===== config.mk =====
export PLATFORM = sky130hd
export DESIGN_NAME = el2_lsu_ecc_scrub
export DESIGN_NICKNAME = d
export VERILOG_FILES = /design/src/rtl/el2_lsu_ecc_scrub.sv
export SDC_FILE = /design/constraint.sdc
export NUM_CORES = 1
export LEC_CHECK = 0
export ABC_CLOCK_PERIOD_IN_PS = 9310
export CORE_MARGIN = 2
export CORE_UTILIZATION = 42
export DETAILED_ROUTE_END_ITERATION = 10
export GPL_TIMING_DRIVEN = 0
export PLACE_DENSITY = 0.66
export SYNTH_ARGS = -nofsm -noshare
export SYNTH_HDL_FRONTEND = slang
export SYNTH_SLANG_ARGS = --single-unit

===== constraint.sdc =====
create_clock -name clk -period 9.31 [get_ports clk]
set_input_delay 1.862 -clock clk [delete_from_list [all_inputs] [get_ports clk]]
set_output_delay 1.862 -clock clk [all_outputs]
set_load 0.01 [all_outputs]

===== src/rtl/el2_lsu_ecc_scrub.sv =====
// el2_lsu_ecc_scrub: N-bank SEC-DED check/correct for DCCM reads, plus a scrub write-back queue
// and saturating single/double/drop error counters for the TLU.
// Latency: decode results (sec_data, sec_err, ded_err, sec_cnt, ded_cnt) 1 cycle after rd_valid;
// queue push 1 cycle after detection; wb_ecc is combinational from the queue head.
// Backpressure: wb_valid/wb_ready. The head holds while not accepted; pushes that find no free
// slot are dropped (highest bank first) and counted in drop_cnt.
// Ports: rd_* raw bank reads in; sec_data/sec_err/ded_err/any_* registered decode results;
// wb_* scrub write-back port; *_cnt counters.
// Optional: `define LSU_ECC_ERR_INJECT_EN adds inj_mask/inj_bank/inj_arm one-shot error injection.
module el2_lsu_ecc_scrub #(
    parameter int NUM_BANKS  = 2,
    parameter int DATA_WIDTH = 32,
    parameter int ECC_WIDTH  = 7,
    parameter int ADDR_WIDTH = 16,
    parameter int WBQ_DEPTH  = 4,
    parameter int CNT_WIDTH  = 16,
    localparam int BW = (NUM_BANKS > 1) ? $clog2(NUM_BANKS) : 1
) (
    input  logic                             clk,
    input  logic                             rst,
    input  logic [NUM_BANKS-1:0]             rd_valid,
    input  logic [ADDR_WIDTH*NUM_BANKS-1:0]  rd_addr,
    input  logic [DATA_WIDTH*NUM_BANKS-1:0]  rd_data,
    input  logic [ECC_WIDTH*NUM_BANKS-1:0]   rd_ecc,
    input  logic                             ecc_disable,
    input  logic                             scrub_en,
    input  logic                             cnt_clr,
`ifdef LSU_ECC_ERR_INJECT_EN
    input  logic [DATA_WIDTH+ECC_WIDTH-1:0]  inj_mask,
    input  logic [BW-1:0]                    inj_bank,
    input  logic                             inj_arm,
`endif
    output logic [DATA_WIDTH*NUM_BANKS-1:0]  sec_data,
    output logic [NUM_BANKS-1:0]             sec_err,
    output logic [NUM_BANKS-1:0]             ded_err,
    output logic                             any_sec,
    output logic                             any_ded,
    output logic                             wb_valid,
    input  logic                             wb_ready,
    output logic [ADDR_WIDTH-1:0]            wb_addr,
    output logic [BW-1:0]                    wb_bank,
    output logic [DATA_WIDTH-1:0]            wb_data,
    output logic [ECC_WIDTH-1:0]             wb_ecc,
    output logic [CNT_WIDTH-1:0]             sec_cnt,
    output logic [CNT_WIDTH-1:0]             ded_cnt,
    output logic [CNT_WIDTH-1:0]             drop_cnt
);

    localparam int K  = ECC_WIDTH - 1;          // Hamming check bits; MSB is overall parity
    localparam int CW = DATA_WIDTH + K;         // highest codeword position (positions start at 1)
    localparam int PW = $clog2(WBQ_DEPTH);
    localparam int QW = PW + 2;

    // Data bits fill the non-power-of-two codeword positions in ascending order.
    function automatic logic [ECC_WIDTH-1:0] hm_encode(input logic [DATA_WIDTH-1:0] d);
        logic [ECC_WIDTH-1:0] e;
        int di;
        e  = '0;
        di = 0;
        for (int p = 1; p <= CW; p++) begin
            if ((p & (p - 1)) != 0) begin
                for (int j = 0; j < K; j++)
                    if (((p >> j) & 1) == 1) e[j] = e[j] ^ d[di];
                di++;
            end
        end
        e[K] = ^{d, e[K-1:0]};
        return e;
    endfunction

    // Data bit sitting at codeword position syn; all-zero when syn names a check bit or no bit.
    function automatic logic [DATA_WIDTH-1:0] flip_mask(input logic [K-1:0] syn);
        logic [DATA_WIDTH-1:0] m;
        int di;
        m  = '0;
        di = 0;
        for (int p = 1; p <= CW; p++) begin
            if ((p & (p - 1)) != 0) begin
                if (p == int'(syn)) m[di] = 1'b1;
                di++;
            end
        end
        return m;
    endfunction

    function automatic logic [CNT_WIDTH-1:0] sat_add(input logic [CNT_WIDTH-1:0] a, input logic [2:0] n);
        logic [CNT_WIDTH:0] s;
        s = {1'b0, a} + (CNT_WIDTH+1)'(n);
        return s[CNT_WIDTH] ? '1 : s[CNT_WIDTH-1:0];
    endfunction

    logic [NUM_BANKS-1:0]  chk, sec_det, ded_det;
    logic [DATA_WIDTH-1:0] cor_d  [NUM_BANKS];
    logic [DATA_WIDTH-1:0] sdat_q [NUM_BANKS];
    logic [ADDR_WIDTH-1:0] addr_q [NUM_BANKS];
    logic [NUM_BANKS-1:0]  sec_q, ded_q, preq_q;

`ifdef LSU_ECC_ERR_INJECT_EN
    logic                            inj_armed_q;
    logic [DATA_WIDTH+ECC_WIDTH-1:0] inj_mask_q;
    logic [BW-1:0]                   inj_bank_q;
    logic                            inj_hit;

    assign inj_hit = inj_armed_q & chk[inj_bank_q];

    // A fresh arm always wins, so re-arming reloads the mask even in the cycle it would fire.
    always_ff @(posedge clk or posedge rst) begin
        if (rst) begin
            inj_armed_q <= 1'b0;
            inj_mask_q  <= '0;
            inj_bank_q  <= '0;
        end else if (inj_arm) begin
            inj_armed_q <= 1'b1;
            inj_mask_q  <= inj_mask;
            inj_bank_q  <= inj_bank;
        end else if (inj_hit) begin
            inj_armed_q <= 1'b0;
        end
    end
`endif

    for (genvar b = 0; b < NUM_BANKS; b++) begin : g_bank
        logic [DATA_WIDTH-1:0] raw_d;
        logic [ECC_WIDTH-1:0]  raw_e, enc;
        logic [K-1:0]          syn;
        logic                  par;

`ifdef LSU_ECC_ERR_INJECT_EN
        assign {raw_e, raw_d} = {rd_ecc[b*ECC_WIDTH +: ECC_WIDTH], rd_data[b*DATA_WIDTH +: DATA_WIDTH]}
                              ^ ((inj_armed_q && (inj_bank_q == BW'(b))) ? inj_mask_q : '0);
`else
        assign raw_d = rd_data[b*DATA_WIDTH +: DATA_WIDTH];
        assign raw_e = rd_ecc[b*ECC_WIDTH +: ECC_WIDTH];
`endif
        assign enc        = hm_encode(raw_d);
        assign syn        = raw_e[K-1:0] ^ enc[K-1:0];
        assign par        = ^{raw_e, raw_d};
        assign chk[b]     = rd_valid[b] & ~ecc_disable;
        assign sec_det[b] = chk[b] & par;
        assign ded_det[b] = chk[b] & ~par & (syn != '0);
        assign cor_d[b]   = raw_d ^ (par ? flip_mask(syn) : '0);
        assign sec_data[b*DATA_WIDTH +: DATA_WIDTH] = sdat_q[b];

        always_ff @(posedge clk or posedge rst) begin
            if (rst) begin
                sdat_q[b] <= '0;
                addr_q[b] <= '0;
            end else if (chk[b]) begin
                sdat_q[b] <= cor_d[b];
                addr_q[b] <= rd_addr[b*ADDR_WIDTH +: ADDR_WIDTH];
            end
        end
    end

    // ---------------- scrub write-back queue ----------------
    logic [ADDR_WIDTH-1:0] q_addr [WBQ_DEPTH];
    logic [BW-1:0]         q_bank [WBQ_DEPTH];
    logic [DATA_WIDTH-1:0] q_data [WBQ_DEPTH];
    logic [PW-1:0]         wptr_q, rptr_q;
    logic [QW-1:0]         cnt_q, free_slots, acc;
    logic [2:0]            drops;
    logic                  pop;
    logic [NUM_BANKS-1:0]  wr_en;
    logic [PW-1:0]         wr_idx [NUM_BANKS];

    assign wb_valid = (cnt_q != '0);
    assign pop      = wb_valid & wb_ready;

    // Ascending bank order takes free slots first, so overflow drops the highest banks.
    always_comb begin
        free_slots = QW'(WBQ_DEPTH) - cnt_q + QW'(pop);
        acc        = '0;
        drops      = '0;
        wr_en      = '0;
        for (int b = 0; b < NUM_BANKS; b++) begin
            wr_idx[b] = wptr_q + acc[PW-1:0];
            if (preq_q[b]) begin
                if (acc < free_slots) begin
                    wr_en[b] = 1'b1;
                    acc      = acc + QW'(1);
                end else begin
                    drops = drops + 3'd1;
                end
            end
        end
    end

    always_ff @(posedge clk) begin
        for (int b = 0; b < NUM_BANKS; b++) begin
            if (wr_en[b]) begin
                q_addr[wr_idx[b]] <= addr_q[b];
                q_bank[wr_idx[b]] <= BW'(b);
                q_data[wr_idx[b]] <= sdat_q[b];
            end
        end
    end

    always_ff @(posedge clk or posedge rst) begin
        if (rst) begin
            wptr_q   <= '0;
            rptr_q   <= '0;
            cnt_q    <= '0;
            sec_q    <= '0;
            ded_q    <= '0;
            preq_q   <= '0;
            sec_cnt  <= '0;
            ded_cnt  <= '0;
            drop_cnt <= '0;
        end else begin
            wptr_q <= wptr_q + acc[PW-1:0];
            rptr_q <= rptr_q + PW'(pop);
            cnt_q  <= cnt_q + acc - QW'(pop);
            sec_q  <= sec_det;
            ded_q  <= ded_det;
            preq_q <= sec_det & {NUM_BANKS{scrub_en}};
            // Error counters move on the same edge as the flags they count.
            if (cnt_clr) begin
                sec_cnt  <= '0;
                ded_cnt  <= '0;
                drop_cnt <= '0;
            end else begin
                sec_cnt  <= sat_add(sec_cnt, 3'($countones(sec_det)));
                ded_cnt  <= sat_add(ded_cnt, 3'($countones(ded_det)));
                drop_cnt <= sat_add(drop_cnt, drops);
            end
        end
    end

    assign sec_err = sec_q;
    assign ded_err = ded_q;
    assign any_sec = |sec_q;
    assign any_ded = |ded_q;
    // Head fields read as zero when empty so stale slots never reach the arbiter.
    assign wb_addr = wb_valid ? q_addr[rptr_q] : '0;
    assign wb_bank = wb_valid ? q_bank[rptr_q] : '0;
    assign wb_data = wb_valid ? q_data[rptr_q] : '0;
    assign wb_ecc  = hm_encode(wb_data);

endmodule

Word-level counts from Yosys, hierarchy flattened
Memory sizes are Yosys's and may differ from the RTL's.
Cells that the tools add are included.
{ "totals": {"wordCells": 470, "ff_bits": 158, "ramBits": 196, "memories": 3, "in_bits": 118} }
{ "classes": {"muxes": 97, "magnitude_cmp": 2, "reduce_logical": 8, "addsub": 14, "bitwise_logic": 269, "eq_ne": 64} }
{ "memory_table": {"columns": ["memory", "words", "word_bits", "read_ports", "rd_ports_with_merged_regs", "write_ports", "line", "text"], "rows": [
  ["q_data", 4, 32, 1, 0, 2, "158", "logic [DATA_WIDTH-1:0] q_data [WBQ_DEPTH];"],
  ["q_addr", 4, 16, 1, 0, 2, "156", "logic [ADDR_WIDTH-1:0] q_addr [WBQ_DEPTH];"],
  ["q_bank", 4, 1, 1, 0, 2, "157", "logic [BW-1:0] q_bank [WBQ_DEPTH];"]
]} }
{ "op_table": {"columns": ["operator", "n"], "rows": [
  ["6-bit equality test (first input constant)", 42],
  ["1-bit bitwise XOR", 252],
  ["32-bit 2-to-1 mux", 5],
  ["16-bit 2-to-1 mux", 9],
  ["5-bit by 6-bit equality test with 1-bit output (first input constant)", 14],
  ["39-bit parity", 2],
  ["32-bit bitwise XOR", 2],
  ["31-bit 2-to-1 mux", 2],
  ["30-bit 2-to-1 mux", 2],
  ["29-bit 2-to-1 mux", 2],
  ["28-bit 2-to-1 mux", 2],
  ["27-bit 2-to-1 mux", 2],
  ["26-bit 2-to-1 mux", 2],
  ["16-bit by 3-bit adder with 17-bit output", 3],
  ["25-bit 2-to-1 mux", 2],
  ["24-bit 2-to-1 mux", 2],
  ["23-bit 2-to-1 mux", 2],
  ["22-bit 2-to-1 mux", 2],
  ["21-bit 2-to-1 mux", 2],
  ["20-bit 2-to-1 mux", 2],
  ["19-bit 2-to-1 mux", 2],
  ["38-bit parity", 1],
  ["4-bit by 6-bit equality test with 1-bit output (first input constant)", 6],
  ["18-bit 2-to-1 mux", 2],
  ["other kinds (35)", 90]
]} }

Logic depth before layout (Yosys ltp)
Gate-level depths: netlist of the first run.
{ "depth": {"word_depth": 53, "depth_mapped": 24, "mapped_depth_nobuf": 23} }

Worst setup path before layout of the first run
No wires, ideal clock.
{ "synth_timing": {"path_type": "input to register", "start": "in rd_data[51]", "end": "reg ded_cnt[10]", "setup_ns": 0.078, "arrival_time_ns": 5.800, "t_required_ns": 9.232, "setup_slack_ns": 3.432, "n_path_buf": 2, "cell_stages": 17, "path_cell_list": "xor3_1 xnor2_1 xnor2_1 mux2i_1 nor2_1 a211oi_1 ha_1 ha_1 inv_1 fa_1 nor3_1 and2_1 and4_1 clkbuf_1 nand3_1 clkbuf_1 a21oi_1"} }
{ "synth_between": {"elab_chain_len": 14, "word_cells_on_any_way": 31} }
{ "synth_rtl": {"columns": ["element", "line", "text"], "rows": [
  ["start: declaration", "23", "input logic [DATA_WIDTH*NUM_BANKS-1:0] rd_data,"],
  ["1-bit bitwise XOR (7 in a row)", "63", "if (((p >> j) & 1) == 1) e[j] = e[j] ^ d[di];"],
  ["6-bit bitwise XOR", "136", "assign syn = raw_e[K-1:0] ^ enc[K-1:0];"],
  ["6-bit nonzero test", "140", "assign ded_det[b] = chk[b] & ~par & (syn != '0);"],
  ["1-bit AND *", "140", null],
  ["net ded_det[1]", "92", "logic [NUM_BANKS-1:0] chk, sec_det, ded_det;"],
  ["1-bit by 1-bit adder with 2-bit output (implied by the code) *", "223", "ded_cnt <= sat_add(ded_cnt, 3'($countones(ded_det)));"],
  ["16-bit by 3-bit adder with 17-bit output *", "88", "s = {1'b0, a} + (CNT_WIDTH+1)'(n);"],
  ["16-bit 2-to-1 mux *", "89", "return s[CNT_WIDTH] ? '1 : s[CNT_WIDTH-1:0];"],
  ["16-bit 2-to-1 mux *", "217", "if (cnt_clr) begin"],
  ["end signal: assignment", "223", null],
  ["end: declaration", "45", "output logic [CNT_WIDTH-1:0] ded_cnt,"]
]} }
Mark *: on every way through the listed nets, which the timed path passes. The rest lies on a longest branch.
A chain may end at the register's enable or synchronous reset.

Worst setup path after layout of the first run
{ "layout_timing": {"start": "in rd_data[25]", "end": "reg ded_cnt[6]"} }
{ "layout_between": {"elab_chain_len": 11, "word_cells_on_any_way": 24} }
{ "layout_rtl": {"columns": ["element", "line"], "rows": [
  ["1-bit bitwise XOR (4 in a row)", "63"],
  ["6-bit bitwise XOR", "136"],
  ["6-bit nonzero test", "140"],
  ["1-bit AND *", "140"],
  ["net ded_det[0]", "92"],
  ["1-bit by 1-bit adder with 2-bit output (implied by the code) *", "223"],
  ["16-bit by 3-bit adder with 17-bit output *", "88"],
  ["16-bit 2-to-1 mux *", "89"],
  ["16-bit 2-to-1 mux *", "217"]
]} }
Marks and branches as above.

==> flow_summary.ini, run 1 <==
[timing]
tightest_slew_ps = 1095
finClkSkew_ps = 17.45
fmax_ghz = 0.1413
report.final.slew_viol_count = 0
relSlewSlack_pct = 24.93
rsz0062_at_grt = false
setup_tns_ps = 0
fin_crit_ps = 7080
setup_violations = 0
finalCritPeriodShare_pct = 76.04
hold_violations = 0

[outcome]
status = finished clean

[detailed_routing]
vias_per_cell = 5.339
wl_met1_um = 24480
detail_route.wl_per_cell_um = 22.72
wl_met2_um = 27410
drc = 0
antenna_left = 0
maxUsedRoutingLayer = met4
drt_pass1_iterations = 5
route.vias.total = 13481
routed_wirelength_um = 57360
initialDrtViolationCount = 944
wl_met3_um = 3962

[flow_run]
cap_violations = 0

[cts]
cts-root-buf = clkbuf_16
insertion_delay_ps = 560
cts_tree = built
cts_resized = 0
cts_num_sinks = 354
cts_buffer_depth = 3
cts_inserted_buffers = 40
htree_num_levels = 2
hold_buffers = 0
clk_pin_slew_ps = 60
cts_setup_buffers = 0

[setup_path]
arrival_ps = 7540
worstSetupPathType = in -> reg
slowest_stage = nor3b_1
crit_required_ps = 9770
critPathMaxStageDelay_ps = 620
reg2reg_depth = 17
endpoint_kind = flop
cp_max_fo = 10
crit_path_cell_trace = clkdlybuf4s50_1, xnor2_1, xor2_1, xnor2_1, and2_1, mux2i_1, nor3_1, nor3b_1, ha_1, ha_1, inv_1, fa_1, nor3_1, and2_1, and4_1, clkbuf_1, nand3_1, clkbuf_1, a21oi_1
worst_setup_path_start_kind = primary input

[grt]
antenna_found_initial = 1
overflow = 0
grt_pass1_vias = 13891
grt_max_degree = 93
grt_usage_pct = 23.23
grt_pass1_wl_um = 86330

[place]
portBuffers = 291
dpl.cell_count = 2451
gp_congestion = 0.9145
dp.final_hpwl_um = 42480

[cells_and_area]
n_fill_cell = 4146
diodes = 0
ff_latch_area_um2 = 9799
finalNonFillerCells = 2525
layout-drive-gt1-share_pct = 20.26
nNetsFinal = 2021
area_growth_pct = 25.23
multiInputGateArea_um2 = 9808

[synth]
yosysWarnings = 0
ys_types = 51
synth_area_um2 = 20050
ys_seq_area_share_pct = 48.89
synthCells = 1542
synthArstFlopShare_pct = 44.63
ys_ff_latch = 354
synth-edff-count = 192
synth.avg_cell_area_um2 = 13.00
synth_flop_cell = edfxtp_1
syn-num-nets = 1685

[worst_hold_path]
hold_class = reg -> reg
hold_depth = 2

[floorplanning]
start_util_pct = 42.25
fp.dieArea_um2 = 49490
die_h_um = 222.5
ios = 293
die_width_um = 222.5
fp-row-count = 80
core_area_um2 = 47450

[pwr]
leakagePower_uw = 0.009301
vdd_drop_max_mv = 1.304
power_density_nw_per_um2 = 365.6
[through the flow]
| step | hold slack, ps | area [um^2] | util, % | total power [uW] | setup slack (ps) |
|---|---|---|---|---|---|
| 5_1_grt | 480.8 | 25100 | 52.91 | 9597 | 1822 |
| 2_1_floorplan | 418.7 | 20050 | - | 5579 | 3185 |
| 3_3_place_gp | 431.8 | 23730 | 50.01 | 7589 | 733.6 |
| 4_1_cts | 448.0 | 25100 | 52.91 | 9226 | 2294 |
| 3_5_place_dp | 440.0 | 23840 | 50.24 | 7676 | 1729 |
| 6_report | 448.7 | 25100 | 52.91 | 9177 | 2230 |
[registers in the layout, indices dropped and copies added (netlist names)]
register and count:
q_bank 4, sec_data 64, addr_q 32, wptr_q 2, sec_err 2, cnt_q 4
drop_cnt 16, q_addr 64, ded_cnt 16, q_data 128, sec_cnt 16, preq_q 2
ded_err 2, rptr_q 2
[path summary, 6_finish.rpt]
check,to,slack (ps),startpoint
min in group asynchronous,sec_data[63],1740,rst
hold / removal,q_bank[3],450,q_bank[3]
max in group asynchronous,addr_q[18],6710,rst
setup / recovery,ded_cnt[6],2230,rd_data[25]
setup reg to reg,q_data[0][5],3660,cnt_q[2]
hold reg to reg,q_bank[3],450,q_bank[3]
[cells in the final DEF, fill, tap and decap left out, drive strengths merged, types with 2 or more instances in the layout]
cell / count
clkdlybuf4s50: 291
mux2: 226
xnor2: 216
edfxtp: 192
dfrtp: 158
clkbuf: 109
nand2: 99
o21ai: 69
xor2: 59
nor2b: 52
mux4: 49
nor3: 46
a21oi: 44
nor2: 33
inv: 33
nor4: 33
xnor3: 32
buf: 32
nand3: 24
ha: 21
mux2i: 18
nand2b: 10
and2: 9
clkinv: 9
and3: 8
a31oi: 4
nor3b: 4
nand4: 4
fa: 4
dfxtp: 4
or2: 4
a21o: 3
nand3b: 2
[where the power goes]
| part | leakage [uW] | switching (uW) | internal (uW) |
|---|---|---|---|
| combinational | 0.00489 | 2550 | 2920 |
| sequential | 0.00379 | 211 | 1960 |
| clock | 0.000624 | 642 | 893 |
[layer usage]
| metal | track usage [%] | vias up |
|---|---|---|
| met2 | 37.97 | 454 |
| li1 | - | 6225 |
| met5 | 0 | - |
| met3 | 5.276 | 79 |
| met1 | 30.96 | 6723 |
| met4 | 7.015 | 0 |
[cells in the mapped netlist (all sizes together) (8+ instances only)]
cell type,instances,share of area (%)
clkbuf,49,0.92
nand2b,10,0.31
ha,21,1.3
buf,29,0.87
edfxtp,192,29
nor2,33,0.64
mux2i,18,0.92
nor4,33,1.3
xnor3,32,3.6
and2,9,0.28
mux4,49,5.5
xnor2,216,9.7
mux2,226,13
xor2,59,2.6
nor2b,52,1.6
nand2,99,1.9
inv,30,0.56
nor3,46,1.2
o21ai,69,1.7
nand3,24,0.60
dfrtp,158,20
a21oi,44,1.1
and3,8,0.25
[cells by family after synthesis]
group / synth area share, %
buf+inv: 2.353
fa+ha+maj: 1.710
xor+xnor: 16.04
flops: 48.89
mux: 19.12
simple gates: 8.720
compound gates: 3.171
[critical path: cells and delay by family]
| kind | cells | cell delay [ps] |
|---|---|---|
| adders and majority gates | 3 | 840 |
| xor gates and xnor gates | 3 | 1160 |
| and+or+nand+nor | 7 | 1830 |
| buffers and inverters | 4 | 1030 |
| muxes | 1 | 580 |
| AOI/OAI and AO/OA | 1 | 210 |
[layout make-up]
| class | instances | share of cell area [%] |
|---|---|---|
| multi-input cells | 1080 | 39.07 |
| flip-flops and latches | 354 | 39.04 |
| inverters | 30 | 0.4785 |
| well taps | 615 | 3.065 |
| clock inverters | 14 | 0.4286 |
| clock buffers | 60 | 4.615 |
| repair buffers | 294 | 11.87 |
| plain buffers | 78 | 1.430 |
Power figures use the tool's default switching activity.
==> run 2, diff against run 1 <==
ABC_CLOCK_PERIOD_IN_PS = 6300   (was 9310)
PLACE_DENSITY = 0.69   (was 0.66)
clock period = 6.3 ns   (was 9.31 ns; I/O delays follow)
==> flow_summary.ini, run 2 (synthesized netlist as in run 1, its figures left out) <==
[cts]
cts_num_sinks = 354
clk_pin_slew_ps = 60
cts_buffer_depth = 3
htree_num_levels = 2
insertion_delay_ps = 570
hold_buffers = 0
cts_setup_buffers = 0
cts-root-buf = clkbuf_16
cts_inserted_buffers = 40
cts_tree = built

[timing]
fmax_ghz = 0.1664
holdWs_ps = 455.1
hold_violations = 0
fin_crit_ps = 6011
rsz0062_at_grt = false
finalCritPeriodShare_pct = 95.42
report.final.slew_viol_count = 0
setup_violations = 0
tightest_slew_ps = 1036
finClkSkew_ps = 20.21
fin_ws_ps = 288.6
relSlewSlack_pct = 28.96

[cells_and_area]
layout-drive-gt1-share_pct = 20.99
largest_reg_flops = 128
stdcell_area_um2 = 25340
diodes = 0
nNetsFinal = 2021
area_growth_pct = 26.40
mostFrequentLayoutCell = clkdlybuf4s50_1
final_cell_mix = clkdlybuf4s50_1 (291), mux2_2 (226), xnor2_1 (207), edfxtp_1 (192), dfrtp_1 (158)
finalNonFillerCells = 2525

[pwr]
leakagePower_uw = 0.009392
power_density_nw_per_um2 = 538.7
power_uw = 13650
vdd_drop_max_mv = 1.172

[floorplanning]
die_width_um = 222.5
fp-row-count = 80
die_h_um = 222.5
core_area_um2 = 47450
start_util_pct = 42.25
ios = 293
fp.dieArea_um2 = 49490

[grt]
gr-usage-met2_pct = 37.42
grt_pass1_wl_um = 85750
overflow = 0
antenna_found_initial = 0
use_met3_pct = 4.152
top_usage_layer = met2
grtUsageMet1_pct = 31.59
grt_pass1_vias = 13840
grt_usage_pct = 22.97
grt_max_degree = 93

[setup_path]
crit_path_cell_trace = clkdlybuf4s50_1, xnor3_1, xnor3_1, xnor2_1, xor2_1, nand2b_1, clkbuf_1, nor3_1, nor3b_4, ha_1, ha_1, inv_1, fa_1, nor3_1, and2_1, and4_1, clkbuf_1, nand3_1, clkbuf_1, a21oi_1
worst_setup_path_start_kind = primary input
endpoint_kind = flop
arrival_ps = 6490
critPathMaxStageDelay_ps = 580
slowest_stage = clkdlybuf4s50_1
crit_required_ps = 6780
critical_path_buf_inv_count = 5
worst_path_most_repeated_cell = clkbuf_1
worstSetupPathType = in -> reg
crit_family = simple AND/OR/NAND/NOR gates
cp_max_fo = 10

[detailed_routing]
detail_route.wl_per_cell_um = 22.54
drc = 0
initialDrtViolationCount = 902
drt_pass1_iterations = 5
route.vias.total = 13572
vias_per_cell = 5.375
antenna_left = 0
routed_wirelength_um = 56930

[flow_run]
cap_violations = 0

[place]
placed_cell_area_um2 = 23840
portBuffers = 291
dpl.cell_count = 2451
dp.final_hpwl_um = 41850
gp_congestion = 0.9086
dpl_worst_slack_ps = -780.3

[worst_hold_path]
hold_class = reg -> reg

[outcome]
status = finished clean
==> run 2: changes by cell type in the layout (fill, tap and decap cells not counted), sizes merged <==
cell / before / now
inv: 33 / 30
bufinv: 1 / 3
clkinvlp: 1 / 2
==> run 2: final timing paths <==
path	start	depth (start not counted)	to	slack (ps)
setup / recovery	rd_data[11]	20	ded_cnt[3]	290
hold / removal	q_bank[3]	2	q_bank[3]	460
setup reg to reg	cnt_q[2]	17	q_data[0][6]	580
hold reg to reg	q_bank[3]	2	q_bank[3]	460
max in group asynchronous	rst	3	addr_q[3]	4290
min in group asynchronous	rst	2	ded_err[0]	1130
==> run 2: final cells by class <==
class                      instances  area [um^2]
clock buffer                      60         1240
tap                              615        769.5
multi-input combinational       1080         9878
inverter                          30        120.1
sequential                       354         9799
fill                            4025        22110
buffer                            78        359.1
timing repair buffer             294         2988
clock inverter                    14        183.9
==> run 2: timing repair <==
action / in CTS / in global routing
gates resized for setup: 1 / 9
setup endpoints to repair: 10 / 14
cloned: 0 / 0
==> run 2: power breakdown <==
part	internal (uW)	total, uW	switching (uW)
Clock	1490	2480	981
Sequential	2890	3200	308
Combinational	4240	7970	3730
==> run 2: metrics by stage <==
step | util, % | setup TNS [ps]
after floorplan | - | 0
after global placement | 50.01 | -445580
after detailed placement | 50.26 | -10850
after CTS | 53.27 | 0
after global routing | 53.40 | 0
final | 53.40 | 0
==> run 2: tightest hold or removal path, cell delays in order (launching register included) <==
cell and delay (ps):
dfxtp_1 320, nand2_1 60, nand2_1 40
==> run 2: routing by layer <==
layer	part of all wire (%)	routed length (um)
met1	43	24730
met2	48	27300
met3	6.1	3466
met4	2.5	1423
met5	0	0
==> run 3, diff against run 2 <==
ABC_AREA = 1   (was not set)
CORE_MARGIN = not set   (was 2)
PLACE_DENSITY = 0.68   (was 0.69)
==> flow_summary.ini, run 3 <==
[grt]
overflow = 0
grt_pass1_wl_um = 112500
grt_usage_pct = 27.55
grt_pass1_vias = 18855
antenna_found_initial = 1
grt_max_degree = 112

[cells_and_area]
finalNonFillerCells = 3971
final_core_util_pct = 52.78
mostFrequentLayoutCell = nand2_1
area_growth_pct = 22.97
nNetsFinal = 3404
layout-drive-gt1-share_pct = 5.653
n_fill_cell = 4967
largest_reg_flops = 128
final_cell_mix = nand2_1 (1014), nand3_1 (296), inv_1 (295), clkdlybuf4s50_1 (286), o21ai_0 (266)

[detailed_routing]
vias_per_cell = 5.173
route.vias.total = 20542
initialDrtViolationCount = 1937
drc = 0
drt_pass1_iterations = 6
antenna_left = 0
routed_wirelength_um = 75140
detail_route.wl_per_cell_um = 18.92

[floorplanning]
fp-row-count = 83
start_util_pct = 42.92
ios = 293
fp.dieArea_um2 = 53770
die_h_um = 231.9
core_area_um2 = 51720
die_width_um = 231.9

[setup_path]
reg2reg_slack_ps = 500
slowest_stage = clkdlybuf4s50_1
critPathMaxStageDelay_ps = 530
critical_path_buf_inv_count = 6
arrival_ps = 6360
worstSetupPathType = in -> reg
reg2reg_depth = 22
crit_family = simple AND/OR/NAND/NOR gates
endpoint_kind = flop
r2r_end = q_data[3][22]
rr_startpoint = cnt_q[2]
worst_setup_path_start_kind = primary input
cp_max_fo = 10
crit_required_ps = 6780
crit_path_cell_trace = clkdlybuf4s50_1, xnor2_1, xnor2_1, xnor2_1, and2_1, nor2_1, nand2_1, nand3b_1, nand2_4, inv_4, buf_4, nor3_4, ha_1, ha_1, inv_1, fa_1, nor4_2, nand2_1, nor2_1, nand3_2, inv_1, o21ai_0, inv_1

[cts]
htree_num_levels = 2
cts_setup_buffers = 0
insertion_delay_ps = 560
cts_inserted_buffers = 38
cts-root-buf = clkbuf_16
cts_tree = built
cts_buffer_depth = 3
hold_buffers = 0
clk_pin_slew_ps = 70
cts_num_sinks = 354

[synth]
ys_types = 47
synth.avg_cell_area_um2 = 7.576
synth_area_leaders = edfxtp_1 (26%), dfrtp_1 (18%), nand2_1 (17%)
syn-num-nets = 3073
synth.most_common_cell = nand2_1
ys_seq_area_share_pct = 44.15
synth_flop_cell = edfxtp_1
synthArstFlopShare_pct = 44.63
synthCells = 2930
yosysWarnings = 0
synth_common_cells = nand2_1 (1018), nand3_1 (297), inv_1 (296)
synth_area_um2 = 22200
yosys.area.top_type_share_pct = 25.98
synth-edff-count = 192
yosysTopAreaCell = edfxtp_1
ys_ff_latch = 354

[worst_hold_path]
whs_endpoint = q_bank[0]
hold_class = reg -> reg
hold_depth = 2
hold_start = q_bank[0]

[timing]
setup_tns_ps = 0
fmax_ghz = 0.1698
finClkSkew_ps = 29.66
report.final.slew_viol_count = 0
hold_violations = 0
tightest_slew_ps = 935.4
rsz0062_at_grt = false
finalCritPeriodShare_pct = 93.48
setup_violations = 0
fin_ws_ps = 410.8
fin_crit_ps = 5889
relSlewSlack_pct = 37.64

[place]
dpl_worst_slack_ps = -801.0
dp.final_hpwl_um = 57040
dpl.cell_count = 3901
portBuffers = 286
gp_congestion = 0.9499

[outcome]
status = finished clean

[pwr]
vdd_drop_max_mv = 0.8625
leakagePower_uw = 0.01249
power_density_nw_per_um2 = 491.0

[flow_run]
cap_violations = 0
[run 3: changes by cell type after synthesis, sizes merged, moves of 31 or more]
cell / before / now
buf: 29 / 63
inv: 30 / 313
mux2: 226 / 0
mux4: 49 / 0
nand2: 99 / 1030
nand3: 24 / 299
nor2: 33 / 159
nor2b: 52 / 0
o21ai: 69 / 273
xnor2: 216 / 119
xnor3: 32 / 1
xor2: 59 / 107
[run 3: per-layer routing]
layer / part of all wire [%] / up-vias / track usage (%)
met5: 0 / - / 0
met4: 2.9 / 0 / 8.573
met3: 9.1 / 126 / 4.556
met2: 45 / 947 / 43.41
met1: 43 / 9405 / 38.57
li1: - / 10064 / -
[run 3: worst max-delay path by stage]
| stage | startpoint | end | slack, ps | cells after the start |
|---|---|---|---|---|
| after floorplan | rst | addr_q[0] | 780 | 1 |
| after global placement | rst | sec_data[15] | -1710 | 2 |
| after detailed placement | rd_data[8] | ded_cnt[13] | -800 | 25 |
| after CTS | rd_data[13] | ded_cnt[13] | 20 | 23 |
| after global routing | rd_data[7] | ded_cnt[13] | 80 | 22 |
| final | rd_data[13] | ded_cnt[13] | 410 | 23 |
[run 3: report_power, final]
part	leakage (uW)	switching (uW)	total, uW	internal (uW)
sequential	0.00382	256	3080	2830
combinational	0.00806	4990	8100	3120
clock	0.000608	966	2210	1250
total	0.0125	6210	13400	7190
[run 3: what timing repair did]
| item | in CTS | in global routing |
|---|---|---|
| gates resized for setup | 1 | 3 |
| setup endpoints to repair | 8 | 11 |
| endpoints found under the hold margin | 0 | 0 |
[run 3: layout make-up]
cell class,count,area (um^2),share of cell area [%]
diodes,1,2.502,0.009168
clock buffers,57,1124,4.117
multi-input cells,2140,10680,39.13
flip-flops and latches,354,9799,35.90
inverters,313,1185,4.341
clock inverters,12,110.1,0.4034
plain buffers,123,571.8,2.095
well taps,680,850.8,3.117
repair buffers,291,2970,10.88
[run 3: cells by family (layout without fill, tap and decap cells)]
group / after synthesis / in the layout / synth area share [%]
buffers and inverters: 436 / 796 / 7.880
xor gates and xnor gates: 227 / 227 / 9.425
adders and majority gates: 25 / 25 / 1.545
other: 0 / 1 / 0
DFF: 354 / 354 / 44.15
and+or+nand+nor: 1553 / 1553 / 29.28
AOI/OAI and AO/OA: 335 / 335 / 7.723
[run 3: per-stage QoR]
stage	instance area, um^2	total power (uW)	hold slack [ps]
after floorplan	22200	8259	413.5
after CTS	27270	13380	447.3
after global placement	25910	11060	429.2
final	27290	13400	460.4
after detailed placement	26040	11170	431.9
after global routing	27290	14470	466.8
[run 3: worst min-delay path: cells and delay by family, from the launching register on]
kind	cells	cell delay, ps
flops	1	310
simple gates	2	110
